`config.mk`:
```
export PLATFORM = sky130hd
export DESIGN_NAME = z80_bus_seq_flat
export DESIGN_NICKNAME = d
export VERILOG_FILES = /design/src/rtl/z80_bus_seq_if.sv /design/src/rtl/z80_bus_seq.sv /design/src/flat_wrapper.sv
export SDC_FILE = /design/constraint.sdc
export NUM_CORES = 1
export LEC_CHECK = 0
export CAP_MARGIN = 25
export CORE_UTILIZATION = 38
export DETAILED_ROUTE_END_ITERATION = 16
export PLACE_DENSITY = 0.84
export SLEW_MARGIN = 20
export SYNTH_ARGS = -nofsm -noshare
export SYNTH_HDL_FRONTEND = slang
export SYNTH_SLANG_ARGS = --single-unit
```
`constraint.sdc`:
```
create_clock -name clk -period 1.9 [get_ports clk]
set_input_delay 0.38 -clock clk [delete_from_list [all_inputs] [get_ports clk]]
set_output_delay 0.38 -clock clk [all_outputs]
set_load 0.03 [all_outputs]
```
`src/rtl/z80_bus_seq_if.sv`:
```
// Bus bundle between the tv80 core control outputs, the bus-cycle sequencer
// and the external memory/IO bus. The master side is the core plus the bus
// environment. The slave side is the sequencer.
interface z80_bus_seq_if #(
    parameter int DW = 8
);
    logic [6:0]    mcycle;
    logic [6:0]    tstate;
    logic          intcycle_n;
    logic          no_read;
    logic          write;
    logic          iorq;
    logic          rfsh_n;
    logic          wait_n;
    logic          core_wait_n;
    logic [DW-1:0] di;
    logic [DW-1:0] di_reg;
    logic          mreq_n;
    logic          iorq_n;
    logic          rd_n;
    logic          wr_n;
    logic [2:0]    wcnt_o;

    modport master (
        output mcycle, tstate, intcycle_n, no_read, write, iorq, rfsh_n,
               wait_n, di,
        input  core_wait_n, di_reg, mreq_n, iorq_n, rd_n, wr_n, wcnt_o
    );

    modport slave (
        input  mcycle, tstate, intcycle_n, no_read, write, iorq, rfsh_n,
               wait_n, di,
        output core_wait_n, di_reg, mreq_n, iorq_n, rd_n, wr_n, wcnt_o
    );
endinterface

```
`src/rtl/z80_bus_seq.sv`:
```
// Z80 bus-cycle sequencer. It turns tv80 machine-cycle/T-state indications
// into registered bus strobes, which update on the falling edge. It inserts
// programmable wait states per cycle type, merges them with the external
// wait_n, and latches read data for the core on the rising edge.
module z80_bus_seq #(
    parameter bit          T2WRITE     = 1'b0,
    parameter int unsigned MEM_WAIT    = 0,
    parameter int unsigned IO_WAIT     = 0,
    parameter int unsigned M1_WAIT     = 0,
    parameter bit          RFSH_STROBE = 1'b1,
    parameter int          DW          = 8
) (
    input  logic          clk,
    input  logic          reset_n,
    input  logic          cep,
    input  logic          cen,
    z80_bus_seq_if.slave  bus
);
    localparam logic [2:0] MEM_W = 3'(MEM_WAIT);
    localparam logic [2:0] IO_W  = 3'(IO_WAIT);
    localparam logic [2:0] M1_W  = 3'(M1_WAIT);

    logic          m1;
    logic          m_other;
    logic          t1;
    logic          t2;
    logic          t3;
    logic          t4;
    logic          core_wait_n;
    logic [2:0]    wcnt;
    logic [DW-1:0] di_q;
    logic          mreq_d;
    logic          iorq_d;
    logic          rd_d;
    logic          wr_d;
    logic          mreq_q;
    logic          iorq_q;
    logic          rd_q;
    logic          wr_q;
    logic          unused_tstate;

    // Wait states owed by the cycle that is starting in T1.
    function automatic logic [2:0] wait_load(input logic is_m1, input logic intc_n,
                                             input logic io, input logic nrd,
                                             input logic wr);
        if (is_m1)
            return intc_n ? M1_W : IO_W;
        if (io)
            return IO_W;
        if (nrd && !wr)
            return 3'd0;
        return MEM_W;
    endfunction

    assign m1      = bus.mcycle[0];
    assign m_other = |bus.mcycle[6:1];
    assign t1      = bus.tstate[0];
    assign t2      = bus.tstate[1];
    assign t3      = bus.tstate[2];
    assign t4      = bus.tstate[3];

    // T5..T7 never carry bus activity.
    assign unused_tstate = ^bus.tstate[6:4];

    // The core only sees a ready bus when the internal count has expired.
    assign core_wait_n = bus.wait_n & (wcnt == 3'd0);

    // Next strobe levels from the current machine cycle and T-state.
    always_comb begin
        mreq_d = 1'b1;
        iorq_d = 1'b1;
        rd_d   = 1'b1;
        wr_d   = 1'b1;
        if (m1) begin
            // The refresh address is on the bus in T3/T4. The fetch strobes are dropped in T3.
            if (RFSH_STROBE && !bus.rfsh_n && (t3 || t4)) begin
                mreq_d = 1'b0;
            end else if (t2 || t3) begin
                if (bus.intcycle_n) begin
                    mreq_d = 1'b0;
                    rd_d   = 1'b0;
                end else begin
                    iorq_d = 1'b0;
                end
            end
        end else if (m_other) begin
            if (bus.write) begin
                if (t2 || t3) begin
                    iorq_d = !bus.iorq;
                    mreq_d = bus.iorq;
                end
                if (T2WRITE)
                    wr_d = !(t2 || (t3 && !core_wait_n));
                else
                    wr_d = !t3;
            end else if (!bus.no_read && (t2 || t3)) begin
                rd_d   = 1'b0;
                iorq_d = !bus.iorq;
                mreq_d = bus.iorq;
            end
        end
    end

    // Strobes register on the falling edge; reset releases them even without cen.
    always_ff @(negedge clk) begin
        if (!reset_n) begin
            mreq_q <= 1'b1;
            iorq_q <= 1'b1;
            rd_q   <= 1'b1;
            wr_q   <= 1'b1;
        end else if (cen) begin
            mreq_q <= mreq_d;
            iorq_q <= iorq_d;
            rd_q   <= rd_d;
            wr_q   <= wr_d;
        end
    end

    // Wait counter: load in T1 and count down once per enabled T2/Tw.
    always_ff @(posedge clk) begin
        if (!reset_n)
            wcnt <= 3'd0;
        else if (cep) begin
            if (t1)
                wcnt <= wait_load(m1, bus.intcycle_n, bus.iorq, bus.no_read, bus.write);
            else if (t2 && (wcnt != 3'd0))
                wcnt <= wcnt - 3'd1;
        end
    end

    // Capture read data on the edge that ends a ready T3.
    always_ff @(posedge clk) begin
        if (!reset_n)
            di_q <= '0;
        else if (cep && t3 && core_wait_n)
            di_q <= bus.di;
    end

    assign bus.core_wait_n = core_wait_n;
    assign bus.di_reg      = di_q;
    assign bus.mreq_n      = mreq_q;
    assign bus.iorq_n      = iorq_q;
    assign bus.rd_n        = rd_q;
    assign bus.wr_n        = wr_q;
    assign bus.wcnt_o      = wcnt;
endmodule

```
`src/flat_wrapper.sv`:
```
// flat-port wrapper written by rule: the top's interface ports become plain ports
module z80_bus_seq_flat 
#(
    parameter bit          T2WRITE     = 1'b0,
    parameter int unsigned MEM_WAIT    = 0,
    parameter int unsigned IO_WAIT     = 0,
    parameter int unsigned M1_WAIT     = 0,
    parameter bit          RFSH_STROBE = 1'b1,
    parameter int          DW          = 8
)
  (clk, reset_n, cep, cen, bus_mcycle, bus_tstate, bus_intcycle_n, bus_no_read, bus_write, bus_iorq, bus_rfsh_n, bus_wait_n, bus_di, bus_core_wait_n, bus_di_reg, bus_mreq_n, bus_iorq_n, bus_rd_n, bus_wr_n, bus_wcnt_o);
  z80_bus_seq_if #(.DW(DW)) bus_i ();
  input  logic clk;
  input  logic reset_n;
  input  logic cep;
  input  logic cen;
  input wire logic [$bits(bus_i.mcycle)-1:0] bus_mcycle;
  input wire logic [$bits(bus_i.tstate)-1:0] bus_tstate;
  input wire logic [$bits(bus_i.intcycle_n)-1:0] bus_intcycle_n;
  input wire logic [$bits(bus_i.no_read)-1:0] bus_no_read;
  input wire logic [$bits(bus_i.write)-1:0] bus_write;
  input wire logic [$bits(bus_i.iorq)-1:0] bus_iorq;
  input wire logic [$bits(bus_i.rfsh_n)-1:0] bus_rfsh_n;
  input wire logic [$bits(bus_i.wait_n)-1:0] bus_wait_n;
  input wire logic [$bits(bus_i.di)-1:0] bus_di;
  output wire logic [$bits(bus_i.core_wait_n)-1:0] bus_core_wait_n;
  output wire logic [$bits(bus_i.di_reg)-1:0] bus_di_reg;
  output wire logic [$bits(bus_i.mreq_n)-1:0] bus_mreq_n;
  output wire logic [$bits(bus_i.iorq_n)-1:0] bus_iorq_n;
  output wire logic [$bits(bus_i.rd_n)-1:0] bus_rd_n;
  output wire logic [$bits(bus_i.wr_n)-1:0] bus_wr_n;
  output wire logic [$bits(bus_i.wcnt_o)-1:0] bus_wcnt_o;
  assign bus_i.mcycle = bus_mcycle;
  assign bus_i.tstate = bus_tstate;
  assign bus_i.intcycle_n = bus_intcycle_n;
  assign bus_i.no_read = bus_no_read;
  assign bus_i.write = bus_write;
  assign bus_i.iorq = bus_iorq;
  assign bus_i.rfsh_n = bus_rfsh_n;
  assign bus_i.wait_n = bus_wait_n;
  assign bus_i.di = bus_di;
  assign bus_core_wait_n = bus_i.core_wait_n;
  assign bus_di_reg = bus_i.di_reg;
  assign bus_mreq_n = bus_i.mreq_n;
  assign bus_iorq_n = bus_i.iorq_n;
  assign bus_rd_n = bus_i.rd_n;
  assign bus_wr_n = bus_i.wr_n;
  assign bus_wcnt_o = bus_i.wcnt_o;
  z80_bus_seq #(.T2WRITE(T2WRITE), .MEM_WAIT(MEM_WAIT), .IO_WAIT(IO_WAIT), .M1_WAIT(M1_WAIT), .RFSH_STROBE(RFSH_STROBE), .DW(DW)) u_core (.clk(clk), .reset_n(reset_n), .cep(cep), .cen(cen), .bus(bus_i));
endmodule
```
==> results summary <==
The per-instance average area after synthesis is 9.38 um^2. In this design, the stage delay of the slowest critical-path cell is 0.34 ns. The via count of the first global-routing pass came out at 685. The routed layout has 784 vias.

The area growth from synthesis to layout came out at 78.8%. The root buffer cell is sky130_fd_sc_hd__clkbuf_4. The transition time at the pin with the least slew margin is 0.318 ns. After detailed routing, the total wire length is 2050 um.

The total negative setup slack came out at -0.945 ns. The sink count of the clock tree came out at 15. The power spent charging and discharging nets came out at 220 uW. Among cell families on the critical path, the largest total delay comes from flip-flops. The mean number of vias per cell is 4.90. The cell count after synthesis is 80. The number of cells in the finished layout apart from fillers came out at 160.

Counting both buffers and inverters, the worst setup path holds a total of 1. The tool flagged a number of max-cap violations equal to 0. The wire length of the first global-routing pass is 3040 um. The cell taking the most area after synthesis is sky130_fd_sc_hd__dfxtp_1. The number of antenna violations at the first check in global routing is 0. Setup violations remaining at the end of the flow were counted as 4. In this run the number of cells on the critical path is 1. The horizontal die dimension came out at 46.4 um. The total placed cells including tap cells came out at 152. The largest net degree at the start of global routing came out at 10. The number of flip-flops in the largest register came out at 8. The reported leakage power came out at 0.000552 uW. STA classifies the critical path endpoint as an output pin. The startpoint kind of the worst setup timing path is a flip-flop. The most common cell after layout, fill and taps aside is sky130_fd_sc_hd__clkdlybuf4s50_1.

The area of the die came out at 2160 um^2. Sequential elements use 40.0% of the synthesized area. Clock-pin slew was measured on the worst setup and hold paths at 0.09 ns.

By area the synthesized netlist is led by sky130_fd_sc_hd__dfxtp_1 40%, sky130_fd_sc_hd__mux2i_1 11%, sky130_fd_sc_hd__nor2b_1 7.5%. The worst-case headroom to the max-slew limit is 78.7%. The number of detailed-routing iterations run before antenna repair came out at 2. The arrival time of data at the critical path endpoint is 1.77 ns. Setup repair after global routing could not meet its margin everywhere. The final count of hold timing violations is 0. The count of final max-slew check failures came out at 0. The fraction of power consumed by sequential logic is 43.0%.

The clock latency on the worst-skew pair came out at 0.29 ns. The synthesized area came out at 751 um^2. TritonCTS built the clock tree.

The proportion of power drawn by the clock network is 33.6%. No sink is reached through more buffers than the 2 on the longest clock path. The path class of the lowest-slack min-delay path is flip-flop to flip-flop.

The internal cell power is 553 uW. The number of rows created at floorplan came out at 15. The switching power share of the total came out at 28.4%. In this run, the number of DRC markers left after iteration 0 of detailed routing was 11.

The count of synthesis-stage warnings from yosys is 0. After global routing the overflow that remains totals 0. For this configuration, the core starts out at a cell density of 42.1%.

The final hold slack came out at 0.504 ns. In this run the vertical extent of the chip is 46.4 um. For this run, design rule violations remaining after detail routing come to 0. The number of cells on the worst reg-to-reg path came out at 6. The final clock skew is 0.00375 ns. The power share of the combinational group came out at 23.4%. The worst hold path cell count came out at 2. In the final routed layout, each cell accounts on average for 12.8 um. The net count of the finished layout is 170. The library cells used most frequently in the layout, excluding fill and tap cells, are 23 x sky130_fd_sc_hd__clkdlybuf4s50_1, 11 x sky130_fd_sc_hd__dfxtp_1, 10 x sky130_fd_sc_hd__inv_1.

Once detail routing completed, the nets flagged for antenna violations numbered 0. Power spread over the standard cell area amounts to 576 nW/um^2. The number of antenna diodes in the final layout is 0. The checks that failed: setup timing. The critical path in this run is classified as flip-flop to output pin.

The hold-fix buffer count after cts is 0. The global-route total usage across every layer is 20.3%. The critical path goes through buf_6. The H-tree depth reported by CTS is 1.

At the end of routability-driven placement, the weighted congestion stood at 0.704. The cell with the largest stage delay on the worst path is sky130_fd_sc_hd__dfxtp_2. The number of fillers in the final layout is 132. When the netlist entered floorplanning its net count stood at 114. The run finished, with violations left. In the post-route analysis, the smallest setup slack over all paths is -0.246 ns. The post-placement worst setup slack is -0.688 ns. The share of final-layout standard cells stronger than drive strength 1 is 34.8%. The data required time at the worst endpoint is 1.52 ns.

The top cell type's share of synthesized area is 40.0%. The I/O pin count came out at 48. Summed over all nets, the half-perimeter wirelength after detailed placement is 1540 um. Of all nets on the critical path, the largest fanout is 2. In this run, CTS created clock tree buffers numbering 3. The number of library cell types mapped by synthesis is 30. The count of buffers added on input and output ports is 44. The synthesized design contains 15 register bits. The worst IR drop on VDD came out at 0.000368 V. The placeable core region came out at 1780 um^2.
## cells in the mapped netlist
cell,number
sky130_fd_sc_hd__nand2_1,1
sky130_fd_sc_hd__o221ai_1,3
sky130_fd_sc_hd__xnor2_1,1
sky130_fd_sc_hd__a21boi_1,1
sky130_fd_sc_hd__and3_4,1
sky130_fd_sc_hd__a221o_1,1
sky130_fd_sc_hd__o21ai_0,3
sky130_fd_sc_hd__ha_1,2
sky130_fd_sc_hd__and4_1,1
sky130_fd_sc_hd__nor4b_1,1
sky130_fd_sc_hd__nand2b_1,2
sky130_fd_sc_hd__buf_12,1
sky130_fd_sc_hd__a21boi_0,1
sky130_fd_sc_hd__or3_1,2
sky130_fd_sc_hd__dfxtp_1,15
sky130_fd_sc_hd__a21oi_1,2
sky130_fd_sc_hd__nor4_1,1
sky130_fd_sc_hd__and3_1,2
sky130_fd_sc_hd__mux2i_1,8
sky130_fd_sc_hd__a21bo_1,1
sky130_fd_sc_hd__a31oi_1,1
sky130_fd_sc_hd__nand4_1,1
sky130_fd_sc_hd__inv_1,7
sky130_fd_sc_hd__and3b_1,1
sky130_fd_sc_hd__nor2_1,5
sky130_fd_sc_hd__clkbuf_1,1
sky130_fd_sc_hd__buf_1,1
sky130_fd_sc_hd__nor2b_1,9
sky130_fd_sc_hd__nand4b_1,1
sky130_fd_sc_hd__nand3_1,3
## logic make-up after synthesis
group	Yosys count	synth area share, %
muxes	8	10.7
DFF	15	40.0
AOI/OAI and AO/OA	13	12.3
xor gates and xnor gates	1	1.17
buffers and inverters	10	7.17
and+or+nand+nor	31	25.3
adders and majority gates	2	3.33
## through the flow
stage	utilization, %	total power, uW	instance area [um^2]
after floorplan	-	424	783
after global placement	70.7	522	1260
after detailed placement	70.7	526	1260
after CTS	73.1	756	1300
after global routing	75.3	813	1340
final	75.3	773	1340
## power by group through the flow
| stage | logic [uW] | registers, uW | clock network (uW) |
|---|---|---|---|
| floorplan | 49.4 | 358 | 16.4 |
| global placement | 169 | 337 | 16.4 |
| detailed placement | 172 | 337 | 16.4 |
| CTS | 167 | 333 | 257 |
| global route | 193 | 334 | 286 |
| finish | 181 | 333 | 260 |
## final cells by class
| type | count | area, um^2 | area share [%] |
|---|---|---|---|
| clock buffers | 4 | 36.3 | 2.70 |
| clock inverters | 4 | 15.0 | 1.12 |
| inverters | 6 | 22.5 | 1.68 |
| multi-input cells | 55 | 482 | 35.9 |
| flip-flops and latches | 15 | 305 | 22.7 |
| well taps | 25 | 31.3 | 2.33 |
| repair buffers | 51 | 450 | 33.6 |
## final timing paths
kind / start / end / slack (ns)
max reg2reg: u_core.bus.wcnt_o[0] / u_core.bus.di_reg[4] / 0.39
min: u_core.bus.wcnt_o[0] / u_core.bus.wcnt_o[0] / 0.50
min reg2reg: u_core.bus.wcnt_o[0] / u_core.bus.wcnt_o[0] / 0.50
max: u_core.bus.wr_n / bus_wr_n / -0.25
## metal layers
layer / up-vias / global-route usage [%] / share of wire [%]
li1: 395 / - / -
met5: - / 0 / 0
met2: 23 / 33.6 / 51
met3: 2 / 7.45 / 5.7
met4: 0 / 6.47 / 0.78
met1: 364 / 23.8 / 42
## what timing repair did
item / in CTS / in global routing
pin swaps: 9 / 11
endpoints found under the setup margin: 8 / 7
setup buffers: 1 / 1
gates resized for setup: 53 / 21
cloned: 0 / 0
Power figures use the tool's default switching activity.
